**config.mk**
```make
export PLATFORM = sky130hd
export DESIGN_NAME = uart_rx_ctrl
export DESIGN_NICKNAME = d
export VERILOG_FILES = /design/src/rtl/uart_pkg.sv /design/src/rtl/uart_rx_ctrl_sync_2ff.sv /design/src/rtl/uart_rx_ctrl.sv
export SDC_FILE = /design/constraint.sdc
export NUM_CORES = 1
export LEC_CHECK = 0
export ABC_AREA = 1
export BUFFER_PORTS_ARGS = -buffer_cell sky130_fd_sc_hd__buf_4
export CORE_UTILIZATION = 46
export DETAILED_ROUTE_END_ITERATION = 12
export MAX_ROUTING_LAYER = met4
export PLACE_DENSITY_LB_ADDON = 0.2
export SYNTH_ARGS = -nofsm -noshare
export SYNTH_HDL_FRONTEND = slang
export SYNTH_SLANG_ARGS = --single-unit
```
**constraint.sdc**
```tcl
create_clock -name i_clk -period 1.5 [get_ports i_clk]
set_clock_uncertainty 0.1 [all_clocks]
set_input_delay 0.15 -clock i_clk [delete_from_list [all_inputs] [get_ports i_clk]]
set_output_delay 0.15 -clock i_clk [all_outputs]
set_load 0.02 [all_outputs]
```
**src/rtl/uart_pkg.sv**
```systemverilog
// Shared UART definitions: receiver state encoding, default
// oversampling ratio and the counter-width helper.
package uart_pkg;

    typedef enum logic [1:0] {
        IDLE  = 2'd0,
        START = 2'd1,
        DATA  = 2'd2,
        STOP  = 2'd3
    } rx_state_t;

    localparam int OVERSAMPLE_DEF = 16;

    // Bits needed to hold the value (at least 1).
    function automatic int clogb2(input int value);
        int v;
        int r;
        r = 0;
        for (v = value; v > 0; v = v >> 1) begin
            r = r + 1;
        end
        return (r == 0) ? 1 : r;
    endfunction

endpackage

```
**src/rtl/uart_rx_ctrl_sync_2ff.sv**
```systemverilog
// Two-flop synchronizer for a single asynchronous input bit,
// with a configurable reset value.
module sync_2ff #(
    parameter logic RST_VAL = 1'b1
) (
    input  logic i_clk,
    input  logic i_reset,
    input  logic i_d,
    output logic o_q
);

    logic meta;

    always_ff @(posedge i_clk) begin
        if (!i_reset) begin
            meta <= RST_VAL;
            o_q  <= RST_VAL;
        end else begin
            meta <= i_d;
            o_q  <= meta;
        end
    end

endmodule

```
**src/rtl/uart_rx_ctrl.sv**
```systemverilog
// Oversampled UART receiver: start detect, mid-bit sampling,
// LSB-first shift, stop check, one-cycle done strobe.
module uart_rx_ctrl
    import uart_pkg::*;
#(
    parameter int NB_DATA    = 8,
    parameter int SB_TICK    = 16,
    parameter int OVERSAMPLE = OVERSAMPLE_DEF
) (
    input  logic               i_clk,
    input  logic               i_reset,
    input  logic               i_tick,
    input  logic               i_rx,
    output logic [NB_DATA-1:0] o_data,
    output logic               o_rx_done,
    output logic               o_frame_err
);

    localparam int TICK_MAX = (OVERSAMPLE > SB_TICK) ? OVERSAMPLE : SB_TICK;
    localparam int TICK_W   = clogb2(TICK_MAX - 1);
    localparam int BIT_W    = clogb2(NB_DATA - 1);

    localparam logic [TICK_W-1:0] MID_T  = TICK_W'(OVERSAMPLE / 2 - 1);
    localparam logic [TICK_W-1:0] BIT_T  = TICK_W'(OVERSAMPLE - 1);
    localparam logic [TICK_W-1:0] STOP_T = TICK_W'(SB_TICK - 1);
    localparam logic [BIT_W-1:0]  LAST_B = BIT_W'(NB_DATA - 1);

    logic rx_s;

    rx_state_t          state, state_n;
    logic [TICK_W-1:0]  tick_cnt, tick_n;
    logic [BIT_W-1:0]   bit_cnt, bit_n;
    logic [NB_DATA-1:0] shreg, shreg_n;
    logic [NB_DATA-1:0] data_n;
    logic               done_n;
    logic               ferr_n;

    sync_2ff #(
        .RST_VAL(1'b1)
    ) u_sync (
        .i_clk  (i_clk),
        .i_reset(i_reset),
        .i_d    (i_rx),
        .o_q    (rx_s)
    );

    always_comb begin
        state_n = state;
        tick_n  = tick_cnt;
        bit_n   = bit_cnt;
        shreg_n = shreg;
        data_n  = o_data;
        ferr_n  = o_frame_err;
        done_n  = 1'b0;
        unique case (state)
            IDLE: begin
                if (!rx_s) begin
                    state_n = START;
                    tick_n  = '0;
                end
            end
            START: begin
                if (i_tick) begin
                    if (tick_cnt == MID_T) begin
                        tick_n = '0;
                        if (!rx_s) begin
                            state_n = DATA;
                            bit_n   = '0;
                        end else begin
                            state_n = IDLE;
                        end
                    end else begin
                        tick_n = tick_cnt + 1'b1;
                    end
                end
            end
            DATA: begin
                if (i_tick) begin
                    if (tick_cnt == BIT_T) begin
                        tick_n  = '0;
                        shreg_n = {rx_s, shreg[NB_DATA-1:1]};
                        if (bit_cnt == LAST_B) begin
                            state_n = STOP;
                        end else begin
                            bit_n = bit_cnt + 1'b1;
                        end
                    end else begin
                        tick_n = tick_cnt + 1'b1;
                    end
                end
            end
            STOP: begin
                if (i_tick) begin
                    if (tick_cnt == STOP_T) begin
                        state_n = IDLE;
                        tick_n  = '0;
                        data_n  = shreg;
                        ferr_n  = ~rx_s;
                        done_n  = 1'b1;
                    end else begin
                        tick_n = tick_cnt + 1'b1;
                    end
                end
            end
        endcase
    end

    always_ff @(posedge i_clk) begin
        if (!i_reset) begin
            state       <= IDLE;
            tick_cnt    <= '0;
            bit_cnt     <= '0;
            shreg       <= '0;
            o_data      <= '0;
            o_rx_done   <= 1'b0;
            o_frame_err <= 1'b0;
        end else begin
            state       <= state_n;
            tick_cnt    <= tick_n;
            bit_cnt     <= bit_n;
            shreg       <= shreg_n;
            o_data      <= data_n;
            o_rx_done   <= done_n;
            o_frame_err <= ferr_n;
        end
    end

endmodule

```
==> impl_metrics.tcl, run 1 <==
set metrics [dict create \
    drc 0 \
    portBuffers 13 \
    first_pass_iters 4 \
    rsz0062_at_grt "true" \
    grt-ovfl-total 0 \
    grt_max_degree 23 \
    cap_violations 0 \
    critPathLaunchType "flip-flop" \
    cts_root_buffer "clkbuf_4" \
    synth_xor_area_frac 0.0140 \
    synth_fa_ha_area_frac 0.0301 \
    relSlewSlack 0.810 \
    p_total_mw 1.33 \
    hold_viol 0 \
    power_density_nw_per_um2 865 \
    drive_gt1_frac 0.299 \
    ys_seq_area_frac 0.465 \
    power_frac_comb 0.094 \
    dpl_cell_area_um2 1420 \
    syn_inst 161 \
    wirelength_mm 2.55 \
    synth_top_family_by_area "simple AND/OR/NAND/NOR gates" \
    via_count 1084 \
    setup_viol 0 \
    cts_num_sinks 29 \
    vias_per_cell 5.00 \
    dpl.cell_count 209 \
    initial_core_util 0.495 \
    nets 195 \
    worstSetupEndpointType "flip-flop" \
    synthToLayoutAreaGrowth_pct 23.7 \
    grt_antenna_before_repair 0 \
    syn_area_um2 1250 \
    leakagePower_nw 0.718 \
    synth_area_per_cell_um2 7.75 \
    min_period_ns 1.42 \
    slew_violations 0 \
    htreeDepth 2 \
    tns_ns 0 \
    synth_cell_types 28 \
    vdd_ir_drop_max_v 0.000757 \
    finalCritPeriodShare 0.944 \
    fp.coreArea_um2 2520 \
    tightest_slew_ns 0.284 \
    worst_hold_slack_ns 0.0722 \
    synthMuxAreaShare 0 \
    fin_cells 217 \
    run_status "completed" \
    stdcell_area_um2 1540 \
    synthSimpleGateAreaFrac 0.293 \
    synth_warnings 0 \
    layout_common_cells "nor2_1 (44), dfxtp_1 (25), nand2_1 (21), buf_4 (21), o21ai_1 (18)" \
    dp_slack_ns -0.0169 \
    hp-class "primary input to flip-flop" \
    p_int_mw 0.995 \
    avgRoutedWirePerCell_um 11.8 \
    die_area_um2 2920 \
    die_w_um 54.1 \
    max-clock-path-buffers 2 \
    crit_fanout 4 \
    fmax_mhz 706 \
    switching_share 0.255 \
    diodes 0 \
    ios 14 \
    pwr-share-seq 0.599 \
    antenna_left 0 \
    grt_pass1_vias 1005 \
    synth_compound_area_frac 0.134 \
    cts_buffers 5 \
    fp-row-count 18 \
    p_switching_mw 0.340 \
    drtIter0Drc 17 \
    cts_tree "yes" \
    track_usage 0.212 \
    grt_pass1_wl_mm 4.22 \
    clkLatencyLatePin_ns 0.31 \
    cts.clk_slew.worst_paths_ns 0.09 \
    dieHeight_um 54.1 \
    ys_ff_latch 29 \
    final_common_cell "nor2_1" \
    worstPathArrival_ns 1.56 \
    path_class "flip-flop to flip-flop" \
    synth_fp_nets 168 \
    dp_hpwl_mm 1.77 \
    nFillCells 238 \
    final_util 0.612 \
    fin_ws_ns 0.0841 \
    place.gp.congestion 0.855 \
    p_clk_frac 0.307 \
    cp.required_ns 1.64 \
]
## repair_timing
action                                 CTS  global route
setup endpoints to repair               12            12
endpoints found under the hold margin    1             0
pin swaps                                1             4
gates resized for setup                  7            11
hold buffers                             1             0
buffers inserted                         0             1
## synth_stat cells
cell        n  area (µm²)
nor2_1     45         169
dfxtp_1    29         581
nand2_1    23        86.3
o21ai_1    18        90.1
inv_1       7        26.3
a21oi_1     5        25.0
inv_2       4        15.0
ha_1        3        37.5
nand3_1     3        15.0
buf_6       2        22.5
nand4_1     2        12.5
o21ai_2     2        17.5
or2_2       2        12.5
xor2_1      2        17.5
a21oi_2     1        8.76
a31oi_2     1        12.5
and2_1      1        6.26
buf_2       1        5.00
clkbuf_1    1        3.75
inv_4       1        6.26
nand4_2     1        12.5
nor2_2      1        6.26
nor2_4      1        11.3
nor3_2      1        10.0
nor3_4      1        16.3
nor3b_1     1        7.51
o2111ai_1   1        8.76
o21ai_0     1        5.00
## metal layers
layer  wire (µm)  vias to the layer above  global-route usage
met5           0                        -                   -
met4          13                        0              0.0641
met3          75                        2              0.0763
met2        1230                       14               0.337
met1        1230                      497               0.250
li1            -                      571                   -
## cell type report
cell class	count	area, µm²	share of cell area
inverters	12	50.0	0.0324
flip-flops and latches	29	586	0.380
repair buffers	24	190	0.123
multi-input cells	116	637	0.413
clock inverters	1	5.00	0.00324
well taps	30	37.5	0.0243
clock buffers	5	37.5	0.0243
## power by group through the flow
| stage | Sequential, mW | Clock (mW) | Combinational [mW] |
|---|---|---|---|
| final | 0.799 | 0.410 | 0.126 |
| after global routing | 0.801 | 0.466 | 0.138 |
| after CTS | 0.797 | 0.423 | 0.121 |
| after detailed placement | 0.813 | 0 | 0.116 |
| after global placement | 0.813 | 0 | 0.114 |
| after floorplan | 0.804 | 0 | 0.0955 |
## path summary, 6_finish.rpt
| path | start | end | slack [ns] | depth (start not counted) |
|---|---|---|---|---|
| hold / removal | i_tick | tick_cnt[2] | 0.07 | 3 |
| hold reg to reg | u_sync.meta | u_sync.o_q | 0.32 | 1 |
| setup reg to reg | flip-flop | tick_cnt[0] | 0.08 | 6 |
| setup / recovery | flip-flop | tick_cnt[0] | 0.08 | 6 |
## worst max-delay path, stage by stage, from the launching register on
cell,delay (ns)
dfxtp_1,0.38
buf_4,0.16
nor2_1,0.16
nand2_1,0.12
o21ai_1,0.19
o21ai_0,0.13
nor2_1,0.10
## state kept, by name, summed over array words and instances, names as in the netlist, named ones only
register / count
bit_cnt: 3
shreg: 8
u_sync.o_q: 1
u_sync.meta: 1
tick_cnt: 4
state: 1
o_frame_err: 1
o_data: 8
o_rx_done: 1
## cells by family (layout without fill, tap and decap cells)
kind of cell | count (synthesis) | count (layout)
xor gates and xnor gates | 2 | 2
adders and majority gates | 3 | 3
and+or+nand+nor | 82 | 82
AOI/OAI and AO/OA | 29 | 29
buffers and inverters | 16 | 42
DFF | 29 | 29
Power figures use the tool's default switching activity.
==> run 2, diff against run 1 <==
--- a/config.mk
+++ b/config.mk
@@ -11,6 +11,7 @@
 export DETAILED_ROUTE_END_ITERATION = 12
 export MAX_ROUTING_LAYER = met4
 export PLACE_DENSITY_LB_ADDON = 0.2
+export RECOVER_POWER = 100
 export SYNTH_ARGS = -nofsm -noshare
 export SYNTH_HDL_FRONTEND = slang
 export SYNTH_SLANG_ARGS = --single-unit
==> impl_metrics.tcl, run 2 (synthesized netlist as in run 1, its figures left out) <==
set metrics [dict create \
    tightest_slew_ns 0.284 \
    max_stage_delay_ns 0.38 \
    grt_pass1_vias 1005 \
    portBuffers 13 \
    fin_cells 217 \
    r2r_end "tick_cnt[0]" \
    drtIter0Drc 16 \
    synthToLayoutAreaGrowth_pct 20.7 \
    worstPathArrival_ns 1.56 \
    r2r_cells 6 \
    path_cells "buf_4 -> nor2_1 -> nand2_1 -> o21ai_1 -> o21ai_0 -> nor2_1" \
    crit_path_end "tick_cnt[0]" \
    dpl.cell_count 209 \
    crit_fanout 4 \
    hp-class "primary input to flip-flop" \
    vias_per_cell 4.98 \
    worst_path_max_delay_cell "dfxtp_1" \
    cts.clk_slew.worst_paths_ns 0.09 \
    nets 195 \
    diodes 0 \
    cts_num_sinks 29 \
    cp.buffers_inverters 1 \
    min_period_ns 1.42 \
    finalCritPeriodShare 0.944 \
    final_common_cell "nor2_1" \
    cp_num_cells 6 \
    hold_viol 0 \
    fmax_mhz 706 \
    grt-ovfl-total 0 \
    worst_hold_slack_ns 0.0731 \
    cts_root_buffer "clkbuf_4" \
    run_status "completed" \
    drive_gt1_frac 0.246 \
    ios 14 \
    rsz0062_at_grt "true" \
    critPathLaunchType "flip-flop" \
    dpl_cell_area_um2 1420 \
    power_density_nw_per_um2 885 \
    grt_pass1_wl_mm 4.22 \
    die_area_um2 2920 \
    drc 0 \
    p_total_mw 1.33 \
    vdd_ir_drop_max_v 0.000759 \
    slew_violations 0 \
    initial_core_util 0.495 \
    layout_common_cells "nor2_1 (44), dfxtp_1 (25), nand2_1 (21)" \
    via_count 1081 \
    track_usage 0.212 \
    clkLatencyLatePin_ns 0.31 \
    cts_buffers 5 \
    leakagePower_nw 0.675 \
    cap_violations 0 \
    path_class "flip-flop to flip-flop" \
    cpMostUsedCell "nor2_1" \
    dp_hpwl_mm 1.77 \
    grt_antenna_before_repair 0 \
    setup_viol 0 \
    fp-row-count 18 \
    die_w_um 54.1 \
    wirelength_mm 2.54 \
    first_pass_iters 4 \
    place.gp.congestion 0.855 \
    crit_family "flip-flops" \
    htreeDepth 2 \
    fp.coreArea_um2 2520 \
    dieHeight_um 54.1 \
    tns_ns 0 \
    worstSetupEndpointType "flip-flop" \
    top_regs "o_data x8, shreg x8, tick_cnt x4" \
    stdcell_area_um2 1510 \
    nFillCells 251 \
    antenna_left 0 \
    avgRoutedWirePerCell_um 11.7 \
    relSlewSlack 0.810 \
    max-clock-path-buffers 2 \
    cp.required_ns 1.64 \
    cts_tree "yes" \
    rrSetupSlack_ns 0.08 \
    grt_max_degree 23 \
    hold_depth 3 \
]
## run 2: changes by cell type in the layout (fill, tap and decap cells not counted), sizes merged
cell and change:
clkbuf +11, buf -11
## run 2: timing repair
action	4_1_cts	5_1_grt
cloned	0	0
endpoints found under the hold margin	1	0
resized for setup	7	11
buffers inserted	0	1
pin swaps	1	4
endpoints found under the setup margin	12	12
hold buffers	1	0
## run 2: metrics by stage
step / setup slack (ns) / util
floorplan: 0.0233 / -
global placement: 0.0291 / 0.563
detailed placement: -0.0169 / 0.563
CTS: 0.0287 / 0.597
global route: -0.0121 / 0.597
finish: 0.0837 / 0.597
## run 2: per-layer routing
| metal | vias to the layer above | global-route usage | wire length, µm |
|---|---|---|---|
| met5 | - | - | 0 |
| met2 | 12 | 0.337 | 1230 |
| met3 | 2 | 0.0763 | 59 |
| met4 | 0 | 0.0641 | 13 |
| met1 | 497 | 0.250 | 1240 |
| li1 | 570 | - | - |
## run 2: how the worst min path moves through the flow
stage	start	to	slack, ns
floorplan	i_rx	u_sync.meta	0.16
global placement	i_rx	u_sync.meta	0.24
detailed placement	i_rx	u_sync.meta	0.24
CTS	i_tick	tick_cnt[2]	0.06
global route	i_tick	tick_cnt[2]	0.07
finish	i_tick	tick_cnt[2]	0.07
## run 2: area by class of cell
| cell class | instances | area, µm² | share of cell area |
|---|---|---|---|
| Clock buffer | 5 | 37.5 | 0.0249 |
| Inverter | 12 | 50.0 | 0.0333 |
| Tap cell | 30 | 37.5 | 0.0249 |
| Multi-Input combinational cell | 116 | 637 | 0.423 |
| Sequential cell | 29 | 586 | 0.389 |
| Clock inverter | 1 | 5.00 | 0.00333 |
| Timing Repair Buffer | 24 | 153 | 0.101 |
## run 2: tightest hold or removal path, stage by stage
cell       delay [ns]
buf_4            0.13
o2111ai_1        0.10
a21oi_1          0.06
## run 2: where the power goes
part | switching (mW) | internal (mW) | total [mW]
Clock | 0.246 | 0.162 | 0.408
Combinational | 0.0746 | 0.0507 | 0.125
Sequential | 0.0175 | 0.782 | 0.799
Total | 0.338 | 0.995 | 1.33
